===== src/rtl/spi_link_pkg.sv =====
// Shared definitions for both ends of the board-to-board SPI link.
package spi_link_pkg;

   localparam int unsigned SPI_DATA_W = 32;
   localparam int unsigned SPI_DIV_W  = 24;

   // SCK half-period minus one used when nothing else is configured.
   localparam logic [SPI_DIV_W-1:0] SPI_CLKDIV_DEFAULT = SPI_DIV_W'(13);

   typedef enum logic [2:0] {
      StIdle,
      StLead,
      StShift,
      StTrail,
      StGap
   } spi_state_t;

endpackage


===== src/rtl/sync_edge_detect.sv =====
// Three-flop synchronizer for an asynchronous level, followed by a rising-edge
// detector producing a one-cycle pulse in the clk domain.
module sync_edge_detect (
   input  logic clk,
   input  logic reset,
   input  logic async_in,
   output logic pulse
);

   logic [2:0] sync;
   logic       prev;

   // Shift the async level through the synchronizer and keep its last value.
   always_ff @(posedge clk) begin
      if (reset) begin
         sync <= '0;
         prev <= 1'b0;
      end else begin
         sync <= {sync[1:0], async_in};
         prev <= sync[2];
      end
   end

   assign pulse = sync[2] & ~prev;

endmodule


===== src/rtl/spi_frame_master.sv =====
// Mode-0 SPI master that sends and receives one frame per rising edge of an
// asynchronous trigger (sim_clk). MSB first, SCK half-period = clkdiv+1 clks.
module spi_frame_master
   import spi_link_pkg::*;
#(
   parameter int unsigned DATA_W = SPI_DATA_W,
   parameter int unsigned DIV_W  = SPI_DIV_W
) (
   input  logic              clk,
   input  logic              reset,
   input  logic              en,
   input  logic [DIV_W-1:0]  clkdiv,
   input  logic              sim_clk,
   input  logic [DATA_W-1:0] tx_data,
   input  logic              MISO,
   output logic              SCK,
   output logic              MOSI,
   output logic              SSEL,
   output logic [DATA_W-1:0] rx_data,
   output logic              rx_valid,
   output logic              busy,
   output logic              overrun
);

   localparam int unsigned BitW = $clog2(DATA_W + 1);

   logic              start;
   spi_state_t        state;
   logic [DIV_W-1:0]  div_q;
   logic [DIV_W-1:0]  cnt;
   logic [BitW-1:0]   bit_cnt;
   // Bits still to be sent after the one currently on MOSI.
   logic [DATA_W-2:0] tx_rem;
   logic [DATA_W-1:0] rx_shift;
   logic              cnt_done;

   sync_edge_detect u_sync (
      .clk      (clk),
      .reset    (reset),
      .async_in (sim_clk),
      .pulse    (start)
   );

   // Half-period elapses on the cycle the counter hits the divider latched at start.
   assign cnt_done = (cnt == div_q);

   // Frame sequencer; all link outputs are registered here.
   always_ff @(posedge clk) begin
      if (reset) begin
         state    <= StIdle;
         div_q    <= '0;
         cnt      <= '0;
         bit_cnt  <= '0;
         tx_rem   <= '0;
         rx_shift <= '0;
         SCK      <= 1'b0;
         MOSI     <= 1'b0;
         SSEL     <= 1'b1;
         rx_data  <= '0;
         rx_valid <= 1'b0;
         busy     <= 1'b0;
         overrun  <= 1'b0;
      end else begin
         rx_valid <= 1'b0;
         // Any trigger outside IDLE is dropped, including the GAP->IDLE cycle.
         if (start && (state != StIdle)) begin
            overrun <= 1'b1;
         end
         case (state)
            StIdle: begin
               if (start && en) begin
                  tx_rem  <= tx_data[DATA_W-2:0];
                  MOSI    <= tx_data[DATA_W-1];
                  SSEL    <= 1'b0;
                  busy    <= 1'b1;
                  bit_cnt <= '0;
                  cnt     <= '0;
                  div_q   <= clkdiv;
                  state   <= StLead;
               end
            end
            StLead: begin
               if (cnt_done) begin
                  // First rise: the slave has had H cycles to present bit 0.
                  cnt      <= '0;
                  SCK      <= 1'b1;
                  rx_shift <= {rx_shift[DATA_W-2:0], MISO};
                  bit_cnt  <= bit_cnt + 1'b1;
                  state    <= StShift;
               end else begin
                  cnt <= cnt + 1'b1;
               end
            end
            StShift: begin
               if (cnt_done) begin
                  cnt <= '0;
                  if (!SCK) begin
                     SCK      <= 1'b1;
                     rx_shift <= {rx_shift[DATA_W-2:0], MISO};
                     bit_cnt  <= bit_cnt + 1'b1;
                  end else begin
                     SCK <= 1'b0;
                     if (bit_cnt == BitW'(DATA_W)) begin
                        state <= StTrail;
                     end else begin
                        MOSI   <= tx_rem[DATA_W-2];
                        tx_rem <= {tx_rem[DATA_W-3:0], 1'b0};
                     end
                  end
               end else begin
                  cnt <= cnt + 1'b1;
               end
            end
            StTrail: begin
               if (cnt_done) begin
                  cnt      <= '0;
                  SSEL     <= 1'b1;
                  MOSI     <= 1'b0;
                  rx_data  <= rx_shift;
                  rx_valid <= 1'b1;
                  state    <= StGap;
               end else begin
                  cnt <= cnt + 1'b1;
               end
            end
            StGap: begin
               if (cnt_done) begin
                  cnt   <= '0;
                  busy  <= 1'b0;
                  state <= StIdle;
               end else begin
                  cnt <= cnt + 1'b1;
               end
            end
            default: begin
               state <= StIdle;
            end
         endcase
      end
   end

endmodule


===== config.mk =====
export PLATFORM = sky130hd
export DESIGN_NAME = spi_frame_master
export DESIGN_NICKNAME = d
export VERILOG_FILES = /design/src/rtl/spi_link_pkg.sv /design/src/rtl/sync_edge_detect.sv /design/src/rtl/spi_frame_master.sv
export SDC_FILE = /design/constraint.sdc
export NUM_CORES = 1
export LEC_CHECK = 0
export CORE_MARGIN = 1.5
export CORE_UTILIZATION = 35
export CTS_CLUSTER_SIZE = 25
export DETAILED_ROUTE_END_ITERATION = 16
export SYNTH_ARGS = -nofsm -noshare
export SYNTH_HDL_FRONTEND = slang
export SYNTH_SLANG_ARGS = --single-unit
export TNS_END_PERCENT = 30

===== constraint.sdc =====
create_clock -name clk -period 5.3 [get_ports clk]
set_clock_uncertainty 0.2 [all_clocks]
set_input_delay 0.53 -clock clk [delete_from_list [all_inputs] [get_ports clk]]
set_output_delay 0.53 -clock clk [all_outputs]
set_load 0.005 [all_outputs]

==> summary.md, run 1 <==
| Metric | Value |
|---|---|
| Final Instance Area | `8390 um^2` |
| Top post-synthesis cells by area | `dfxtp_1, nand2_1, nor2_1, mux2i_1, xor2_1` |
| Int Pwr | `2.34 mW` |
| Io pins | `99` |
| RD Place Congestion | `0.811` |
| Total Wirelength | `14,900 um` |
| Slew HR | `31.1%` |
| Layout cells sized above 1 | `6.98%` |
| Die height | `141 um` |
| Critical path required time | `5.42 ns` |
| Share of flip-flops with an asynchronous set or reset | `0%` |
| Post_cts resized | `0` |
| ANT nets after route | `0` |
| Max Freq | `329 MHz` |
| Startpoint Class | `flop` |
| Die W | `141 um` |
| Seq cells post-synth | `162` |
| FP Rows | `50` |
| Seq/Total Area, Yosys | `49.0%` |
| Mapped cell area | `6620 um^2` |
| Flop pwr share | `40.2%` |
| CTS tree | `yes` |
| DRC | `0` |
| CTS Buf Count | `17` |
| Total core area | `18,600 um^2` |
| First-pass GRT wire length | `25,700 um` |
| Post-CTS Setup Inserts | `0` |
| Clk sink count | `162` |
| Top-area cell type share of the netlist area | `49.0%` |
| Max-cap viol count | `0` |
| HP Class | `flop to flop` |
| Finish-stage setup viols | `0` |
| Slew Limit Fails | `0` |
| GR Overflow Total | `0` |
| DR vias/cell | `4.96` |
| Via count | `5,283` |
| Port buffer count | `98` |
| Post-synth net total | `805` |
| Antenna Cells | `0` |
| Initial core utilization | `35.5%` |
| Distinct cells, synth | `52` |
| Sw frac | `29.5%` |
| Most used DFF post-synth | `dfxtp_1` |
| Area leader, netlist | `dfxtp_1` |
| Hold Slack | `0.244 ns` |
| Largest net degree at the start of global routing | `79` |
| Post-DP Area | `7770 um^2` |
| Status | `complete, no violations` |
| Post-synth EDFFs | `0` |
| Hold-fix buffer count after cts | `0` |
| Area used by multi-input combinational logic | `3160 um^2` |
| DP Worst Slack | `1.84 ns` |
| Avg Synthesized Cell Area | `8.93 um^2` |
| Post-layout util | `45.0%` |
| Reg area | `3240 um^2` |
| DR WL/cell | `14.0 um` |
| TNS Setup | `0 ns` |
| Clk slew on worst S/H paths | `0.06 ns` |
| Initial antenna violation count | `0` |
| Power density cells | `396 nW/um^2` |
| Die Area | `19,700 um^2` |
| Clock Path Buffers | `2` |
| Comb power frac | `21.1%` |
| Clock power share | `38.7%` |
| Period utilization | `57.3%` |
| Worst Path Max Fanout | `34` |
| Max H-tree Level | `4` |
| Final Hold Viols | `0` |
| Total track usage | `16.0%` |
| Critical path capture point type | `flop` |
| Worst vdd ir | `260 uV` |
| DR iter-0 viols | `289` |
| Synth Instances | `741` |
| HPWL after DPL | `9800 um` |
| Worst-Skew Late Latency | `0.41 ns` |
| Vias in the first global route | `5,224` |
| Yosys warns | `0` |
| LEAKAGE | `3.25 nW` |
| Slew of the pin with the lowest slew margin | `1.03 ns` |
| Switching pwr | `0.982 mW` |
| RSZ-0062 raised after global routing | `false` |
| Critical path data arrival time | `3.16 ns` |
| Crit Path Class | `flop to flop` |
| Pre-antenna DRT Iters | `5` |
| Area Overhead vs Synth | `26.8%` |
| Fillers | `1,835` |
| Final net count | `882` |
| Final Worst Setup Slack | `2.26 ns` |
| Min Clock Period, post-route | `3.04 ns` |
| CTS Root Buffer Type | `clkbuf_16` |
[worst max-delay path, stage by stage, from the launching register on]
cell,delay (ns)
dfxtp_1,0.35
xor2_1,0.18
nor4_2,0.58
nand4_1,0.28
o21ai_4,0.60
buf_4,0.43
nor2_1,0.07
a311oi_1,0.24
[metal layers]
| layer | global-route usage (%) | part of all wire (%) | up-vias |
|---|---|---|---|
| li1 | - | - | 2732 |
| met1 | 21.4 | 50 | 2464 |
| met2 | 25.7 | 46 | 81 |
| met3 | 4.00 | 3.7 | 6 |
| met4 | 4.44 | 0.75 | 0 |
| met5 | 0 | 0 | - |
[kinds of logic after synthesis]
| group | Yosys count | synth area share, % |
|---|---|---|
| muxes | 34 | 5.18 |
| and+or+nand+nor | 309 | 21.2 |
| adders and majority gates | 3 | 0.567 |
| DFF | 162 | 49.0 |
| buffers and inverters | 58 | 3.52 |
| AOI/OAI and AO/OA | 130 | 14.5 |
| xor gates and xnor gates | 45 | 5.95 |
[cell type report]
type | count | area share (%)
well taps | 234 | 3.49
multi-input cells | 521 | 37.7
clock inverters | 12 | 2.18
inverters | 10 | 0.447
repair buffers | 106 | 12.4
clock buffers | 20 | 5.20
flip-flops and latches | 162 | 38.6
[cell usage after synthesis, types with 2 or more instances]
master,number
dfxtp_1,162
buf_2,12
xor2_1,35
a22o_1,32
ha_1,3
nand4_1,7
o21ai_0,6
o21a_1,4
and2_1,2
a21oi_1,36
xnor2_1,10
o211ai_1,2
nor4b_1,3
and4_1,3
a31oi_1,4
or4_1,4
nor2_1,98
mux2i_1,32
nor4_2,7
nand2_1,134
mux2_2,2
and3_1,7
clkbuf_1,35
o221ai_1,2
nand3b_1,2
nor2b_1,5
inv_1,9
nand2b_1,4
nand3_1,21
nor3_1,5
a311oi_1,32
[sequential cells by signal, indices dropped and copies added, names as in the netlist, 3 cells and up]
signal,cells
tx_rem,31
div_q,24
rx_data,32
u_sync.sync,3
bit_cnt,6
state,3
cnt,24
rx_shift,32
[layout by cell type (no fill, tap or decap), drive strengths merged, types with 6 or more instances in the layout]
cell type      count
a311oi            32
xnor2             10
a21oi             36
inv               10
clkbuf            20
nand2            135
dfxtp            162
a22o              32
nand3             22
and3               7
nor2              99
o21ai              8
nor4               7
xor2              35
clkdlybuf4s50     97
nand4              8
mux2i             32
buf                9
nor3               6
[power by group through the flow]
stage	Sequential (mW)	Clock (mW)	Combinational, mW
after global placement	1.36	0	0.708
after detailed placement	1.36	0	0.709
final	1.34	1.29	0.702
after global routing	1.35	1.36	0.791
after CTS	1.34	1.32	0.712
after floorplan	1.33	0	0.548
[worst paths after layout]
kind | start | end | slack [ns] | cells past startpoint
max | cnt[19] | tx_rem[16] | 2.26 | 7
min | SSEL | SSEL | 0.24 | 2
max reg2reg | cnt[19] | tx_rem[16] | 2.26 | 7
min reg2reg | SSEL | SSEL | 0.24 | 2
[through the flow]
stage / cells / power [mW]
finish: 1065 / 3.33
global route: 1065 / 3.50
CTS: 1065 / 3.36
detailed placement: 1033 / 2.07
global placement: 1033 / 2.07
floorplan: 741 / 1.88
No activity file was read; power rests on OpenSTA's default activity.
==> run 2: changes to the inputs <==
clock period = 2.8 ns   (was 5.3 ns; I/O delays follow)
==> summary.md, run 2 (same netlist as run 1, synthesis figures left out) <==
| Metric | Value |
|---|---|
| Status | `complete, no violations (unchanged)` |
| RD Place Congestion | `0.832 (was 0.811)` |
| Min Clock Period, post-route | `2.47 ns (was 3.04 ns)` |
| Commonest non-fill, non-tap cell in the layout | `dfxtp_1 (unchanged)` |
| DR WL met3 | `448 um (was 553 um)` |
| Worst Path Max Fanout | `8 (was 34)` |
| Final Hold Viols | `0 (unchanged)` |
| CTS Buf Count | `17 (unchanged)` |
| Clk slew on worst S/H paths | `0.06 ns (about the same)` |
| Fillers | `1,825 (was 1,835)` |
| Max Freq | `405 MHz (was 329 MHz)` |
| Worst-path cell chain | `xor2_1 > nor4_2 > nand4_2 > o21a_1 > or4_1 > a21oi_1 (was xor2_1 > nor4_2 > nand4_1 > o21ai_4 > buf_4 > nor2_1 > a311oi_1)` |
| Total track usage | `15.8% (was 16.0%)` |
| DR iter-0 viols | `261 (was 289)` |
| Total power | `6.24 mW (was 3.33 mW)` |
| CTS tree | `yes (unchanged)` |
| Final Worst Setup Slack | `0.329 ns (was 2.26 ns)` |
| HP Class | `primary input to flop (was flop to flop)` |
| Largest net degree at the start of global routing | `49 (was 79)` |
| Pre-antenna DRT Iters | `5 (unchanged)` |
| RSZ-0062 raised after global routing | `false (unchanged)` |
| HPWL after DPL | `10,200 um (was 9800 um)` |
| Worst-Skew Late Latency | `0.41 ns (about the same)` |
| Metal2 WL | `6910 um (was 6780 um)` |
| Power density cells | `732 nW/um^2 (was 396 nW/um^2)` |
| DRC | `0 (unchanged)` |
| CTS Root Buffer Type | `clkbuf_16 (unchanged)` |
| Area Overhead vs Synth | `28.8% (was 26.8%)` |
| Clk sink count | `162 (unchanged)` |
| Final Instance Area | `8530 um^2 (was 8390 um^2)` |
| Largest registers | `rx_data x32, rx_shift x32, tx_rem x31 (unchanged)` |
| Die Area | `19,700 um^2 (unchanged)` |
| Met1 wire length | `7480 um (was 7420 um)` |
| Max-cap viol count | `0 (unchanged)` |
| Io pins | `99 (unchanged)` |
| Area used by multi-input combinational logic | `3160 um^2 (unchanged)` |
| Reg area | `3240 um^2 (unchanged)` |
| Clock Path Buffers | `2 (unchanged)` |
| Crit Path Class | `flop to flop (unchanged)` |
| Layout cells sized above 1 | `8.97% (was 6.98%)` |
| Critical path data arrival time | `2.61 ns (was 3.16 ns)` |
| Initial core utilization | `35.5% (unchanged)` |
| Post_cts resized | `0 (unchanged)` |
| FP Rows | `50 (unchanged)` |
| TNS Setup | `0 ns (unchanged)` |
| Worst r2r path cells | `6 (was 7)` |
| Hold depth | `2 (unchanged)` |
| Finish-stage setup viols | `0 (unchanged)` |
| Slew Limit Fails | `0 (unchanged)` |
| Slowest CP cell | `or4_1 (was o21ai_4)` |
| Critical path required time | `2.94 ns (was 5.42 ns)` |
| Final net count | `898 (was 882)` |
| Total Wirelength | `14,900 um (about the same)` |
| Top layer used by detailed routing | `met4 (unchanged)` |
| Commonest non-fill, non-tap cells in the layout | `dfxtp_1, nand2_1, nor2_1, clkdlybuf4s50_1, a21oi_1 (unchanged)` |
| Via count | `5,275 (was 5,283)` |
| Max H-tree Level | `4 (unchanged)` |
| Worst Hold End | `overrun (was SSEL)` |
| Critical path capture point type | `flop (unchanged)` |
| Vias in the first global route | `5,096 (was 5,224)` |
| Non-Filler Instances | `1,081 (was 1,065)` |
| Launching point of the worst reg2reg path | `cnt[0] (was cnt[19])` |
| Reg2Reg Setup Slack | `0.33 ns (was 2.26 ns)` |
| Slew of the pin with the lowest slew margin | `0.583 ns (was 1.03 ns)` |
| Antenna Cells | `0 (unchanged)` |
| Initial antenna violation count | `0 (unchanged)` |
| Post-DP Area | `7940 um^2 (was 7770 um^2)` |
| Hold-fix buffer count after cts | `0 (unchanged)` |
| Worst vdd ir | `476 uV (was 260 uV)` |
| First-pass GRT wire length | `25,300 um (was 25,700 um)` |
| Die W | `141 um (unchanged)` |
| Die height | `141 um (unchanged)` |
| ANT nets after route | `0 (unchanged)` |
| DP Cell Count | `1,049 (was 1,033)` |
| Slew HR | `60.9% (was 31.1%)` |
| Period utilization | `88.2% (was 57.3%)` |
| Post-CTS Setup Inserts | `0 (unchanged)` |
| Startpoint Class | `flop (unchanged)` |
| DR WL/cell | `13.8 um (was 14.0 um)` |
| DR vias/cell | `4.88 (was 4.96)` |
| Slowest Stage Delay on Critical Path | `0.52 ns (was 0.60 ns)` |
| GR Overflow Total | `0 (unchanged)` |
| Port buffer count | `98 (unchanged)` |
| DP Worst Slack | `0.236 ns (was 1.84 ns)` |
| RR Endpoint | `bit_cnt[4] (was tx_rem[16])` |
| Total core area | `18,600 um^2 (unchanged)` |
| LEAKAGE | `3.33 nW (was 3.25 nW)` |
| Hold Startpoint | `reset (was SSEL)` |
==> run 2: worst max path at each step <==
stage,start,to,cells after the start
2_1_floorplan,cnt[3],rx_data[0],8
3_5_place_dp,en,tx_rem[19],8
3_3_place_gp,en,tx_rem[25],8
6_report,cnt[0],bit_cnt[4],6
4_1_cts,cnt[0],bit_cnt[4],6
5_1_grt,state[1],tx_rem[22],7
==> run 2: critical path, delay by kind of cell (launching register included) <==
kind | cells | cell delay, ns
AOI/OAI and AO/OA | 2 | 0.50
and+or+nand+nor | 3 | 1.17
DFF | 1 | 0.34
xor gates and xnor gates | 1 | 0.18
==> run 2: layout make-up <==
class	count	area share, %
Timing Repair Buffer	122	14.2
Inverter	10	0.440
Multi-Input combinational cell	521	37.1
Tap cell	234	3.43
Clock buffer	22	5.68
Sequential cell	162	38.0
Clock inverter	10	1.16
==> run 2: report_power, final <==
part           internal (mW)  switching (mW)
registers               2.42          0.0892
logic                  0.619           0.859
clock network           1.33           0.930
==> run 2: per-stage QoR <==
step	hold slack [ns]	util, %
5_1_grt	0.161	45.7
3_5_place_dp	0.226	42.6
3_3_place_gp	0.218	42.6
4_1_cts	0.129	45.7
2_1_floorplan	0.208	-
6_report	0.142	45.7
==> run 2: metal layers <==
layer,track usage (%),up-vias
li1,-,2764
met1,21.5,2434
met2,25.1,73
met3,3.49,4
met4,4.82,0
met5,0,-
==> run 3: changes to the inputs <==
ABC_AREA = 1   (was default)
==> summary.md, run 3 <==
| Metric | Value |
|---|---|
| Io pins | `99 (unchanged)` |
| Initial core utilization | `35.7% (was 35.5%)` |
| Area leader, netlist | `dfxtp_1 (unchanged)` |
| Worst Path Max Fanout | `17 (was 8)` |
| Clock power share | `33.4% (was 36.2%)` |
| Slowest CP cell | `nor2_2 (was or4_1)` |
| Post-synth net total | `1,019 (was 805)` |
| Commonest non-fill, non-tap cell in the layout | `nand2_1 (was dfxtp_1)` |
| Period utilization | `85.9% (was 88.2%)` |
| Die height | `144 um (was 141 um)` |
| Top cells by count, synth | `nand2_1, dfxtp_1, inv_1, o21ai_0, nor2_1 (was dfxtp_1, nand2_1, nor2_1, a21oi_1)` |
| Launching point of the worst reg2reg path | `cnt[3] (was cnt[0])` |
| Largest net degree at the start of global routing | `68 (was 49)` |
| Share of flip-flops with an asynchronous set or reset | `0% (unchanged)` |
| Seq cells post-synth | `162 (unchanged)` |
| Finish-stage setup viols | `0 (unchanged)` |
| Int Pwr | `4.53 mW (was 4.37 mW)` |
| Distinct cells, synth | `36 (was 52)` |
| HPWL after DPL | `11,100 um (was 10,200 um)` |
| Die Area | `20,800 um^2 (was 19,700 um^2)` |
| Post-CTS Setup Inserts | `0 (unchanged)` |
| Hold Startpoint | `reset (unchanged)` |
| Die W | `144 um (was 141 um)` |
| LEAKAGE | `3.36 nW (was 3.33 nW)` |
| GR Overflow Total | `0 (unchanged)` |
| First-pass GRT wire length | `26,700 um (was 25,300 um)` |
| Hold Slack | `0.0173 ns (was 0.142 ns)` |
| Combinational family with the most area after synthesis | `simple AND/OR/NAND/NOR gates (unchanged)` |
| Worst-path cell chain | `xor2_1 > nor2_1 > nand2_1 > nor2_1 > nand3_4 > nor2_2 > nor2_2 > buf_4 > nand2_1 > o21ai_0 (was xor2_1 > nor4_2 > nand4_2 > o21a_1 > or4_1 > a21oi_1)` |
| Slew HR | `52.7% (was 60.9%)` |
| Top post-synthesis cells by area | `dfxtp_1, nand2_1, o21ai_0, inv_1, nor2_1 (was dfxtp_1, nand2_1, nor2_1, mux2i_1, xor2_1)` |
| Compound-gate portion of the synthesized area | `18.8% (was 14.5%)` |
| RSZ-0062 raised after global routing | `false (unchanged)` |
| DRC | `0 (unchanged)` |
| Most numerous cell in the Yosys netlist | `nand2_1 (was dfxtp_1)` |
| Post_cts resized | `0 (unchanged)` |
| Slew of the pin with the lowest slew margin | `0.709 ns (was 0.583 ns)` |
| Total track usage | `16.2% (was 15.8%)` |
| FP Rows | `51 (was 50)` |
| Mapped cell area | `6980 um^2 (was 6620 um^2)` |
| Xor and xnor area share after synthesis | `1.26% (was 5.95%)` |
| RD Place Congestion | `0.911 (was 0.832)` |
| Max Freq | `416 MHz (was 405 MHz)` |
| Initial antenna violation count | `0 (unchanged)` |
| CTS Root Buffer Type | `clkbuf_16 (unchanged)` |
| Crit Path Class | `flop to flop (unchanged)` |
| Final Hold Viols | `0 (unchanged)` |
| Synth Area in Adders | `0.538% (was 0.567%)` |
| Post-synth EDFFs | `0 (unchanged)` |
| Post-synthesis mux area share | `0% (was 5.18%)` |
| Startpoint Class | `flop (unchanged)` |
| DR WL/cell | `12.3 um (was 13.8 um)` |
| Commonest non-fill, non-tap cells in the layout | `nand2_1, dfxtp_1, inv_1, o21ai_0, nor2_1 (was dfxtp_1, nand2_1, nor2_1, clkdlybuf4s50_1, a21oi_1)` |
| Antenna Cells | `0 (unchanged)` |
| Worst Hold End | `u_sync.sync[0] (was overrun)` |
| Via count | `6,076 (was 5,275)` |
| Worst vdd ir | `377 uV (was 476 uV)` |
| Layout cells sized above 1 | `6.76% (was 8.97%)` |
| Max-cap viol count | `0 (unchanged)` |
| Worst-Skew Late Latency | `0.42 ns (was 0.41 ns)` |
| Min Clock Period, post-route | `2.40 ns (was 2.47 ns)` |
| Clock Path Buffers | `2 (unchanged)` |
| Max H-tree Level | `4 (unchanged)` |
| RR Endpoint | `rx_data[18] (was bit_cnt[4])` |
| DR vias/cell | `4.62 (was 4.88)` |
| Area Overhead vs Synth | `24.8% (was 28.8%)` |
| Sw frac | `33.1% (was 30.1%)` |
| DR iter-0 viols | `301 (was 261)` |
| TNS Setup | `0 ns (unchanged)` |
| Post-Synth Simple-Gate Area | `21.7% (was 21.2%)` |
| Clk sink count | `162 (unchanged)` |
| Synth Instances | `955 (was 741)` |
| Yosys warns | `0 (unchanged)` |
| Total Wirelength | `16,200 um (was 14,900 um)` |
| Switching pwr | `2.25 mW (was 1.88 mW)` |
| Seq/Total Area, Yosys | `46.5% (was 49.0%)` |
| HP Class | `primary input to flop (unchanged)` |
| CTS Buf Count | `17 (unchanged)` |
| Pre-antenna DRT Iters | `5 (unchanged)` |
| Worst r2r path cells | `10 (was 6)` |
| Hold-fix buffer count after cts | `0 (unchanged)` |
| Avg Synthesized Cell Area | `7.30 um^2 (was 8.93 um^2)` |
| Final net count | `1,103 (was 898)` |
| Most used DFF post-synth | `dfxtp_1 (unchanged)` |
| Reg2Reg Setup Slack | `0.40 ns (was 0.33 ns)` |
| Port buffer count | `98 (unchanged)` |
| Flop pwr share | `42.3% (was 40.2%)` |
| Critical path required time | `2.95 ns (was 2.94 ns)` |
| Critical path data arrival time | `2.55 ns (was 2.61 ns)` |
| Comb power frac | `24.3% (was 23.7%)` |
| CTS tree | `yes (unchanged)` |
| ANT nets after route | `0 (unchanged)` |
| Top-area cell type share of the netlist area | `46.5% (was 49.0%)` |
| Vias in the first global route | `5,616 (was 5,096)` |
| Slew Limit Fails | `0 (unchanged)` |
| Slowest Stage Delay on Critical Path | `0.55 ns (was 0.52 ns)` |
| Clk slew on worst S/H paths | `0.07 ns (was 0.06 ns)` |
| Hold depth | `2 (unchanged)` |
| Power density cells | `779 nW/um^2 (was 732 nW/um^2)` |
| Status | `complete, no violations (unchanged)` |
| Total core area | `19,500 um^2 (was 18,600 um^2)` |
| Largest registers | `rx_data x32, rx_shift x32, tx_rem x31 (unchanged)` |
| Critical path capture point type | `flop (unchanged)` |
==> run 3: layout make-up <==
| class | count | area (um^2) |
|---|---|---|
| well taps | 265 | 332 |
| inverters | 136 | 510 |
| clock inverters | 13 | 143 |
| clock buffers | 18 | 429 |
| fillers | 2025 | 10800 |
| repair buffers | 112 | 1090 |
| multi-input cells | 610 | 2950 |
| flip-flops and latches | 162 | 3240 |
==> run 3: worst max path at each step <==
| stage | slack [ns] | endpoint | startpoint |
|---|---|---|---|
| final | 0.40 | rx_data[18] | cnt[3] |
| after global routing | 0.12 | rx_data[2] | cnt[5] |
| after CTS | 0.38 | rx_data[18] | cnt[3] |
| after detailed placement | 0.40 | rx_shift[14] | en |
| after global placement | 0.42 | rx_shift[14] | en |
| after floorplan | 0.91 | rx_data[12] | cnt[12] |
==> run 3: logic make-up (layout without fill, tap and decap cells) <==
logic type,Yosys count,in the layout
AND/OR/NAND/NOR,359,359
AO/OA/AOI/OAI,238,238
buffers and inverters,183,279
flip-flops,162,162
XOR/XNOR,10,10
adder cells (fa/ha/maj),3,3
==> run 3: metal layers <==
metal	up-vias	GRT usage [%]	wire length, um	part of all wire, %
met5	-	0	0	0
met4	0	6.06	250	1.5
met3	21	4.17	715	4.4
met2	121	26.1	7460	46
met1	2681	20.9	7770	48
li1	3253	-	-	-
==> run 3: worst max-delay path: cells and delay by family (launching register included) <==
| family | cells | cell delay (ns) |
|---|---|---|
| DFF | 1 | 0.39 |
| AOI/OAI and AO/OA | 1 | 0.07 |
| buffers and inverters | 1 | 0.34 |
| and+or+nand+nor | 7 | 1.05 |
| xor gates and xnor gates | 1 | 0.28 |
==> run 3: stage by stage <==
stage	power [mW]	utilization, %	setup slack [ns]	instance area (um^2)	cells
2_1_floorplan	4.18	-	0.907	6980	955
3_3_place_gp	4.55	41.6	0.418	8130	1285
3_5_place_dp	4.56	41.6	0.400	8130	1285
4_1_cts	6.86	44.6	0.384	8700	1316
5_1_grt	7.24	44.6	0.121	8700	1316
6_report	6.78	44.6	0.396	8700	1316
==> run 3: power by group through the flow <==
stage	Combinational [mW]	Clock (mW)	Sequential [mW]
6_report	1.65	2.27	2.87
5_1_grt	1.90	2.43	2.91
4_1_cts	1.66	2.33	2.87
3_5_place_dp	1.65	0	2.91
3_3_place_gp	1.64	0	2.91
2_1_floorplan	1.31	0	2.88
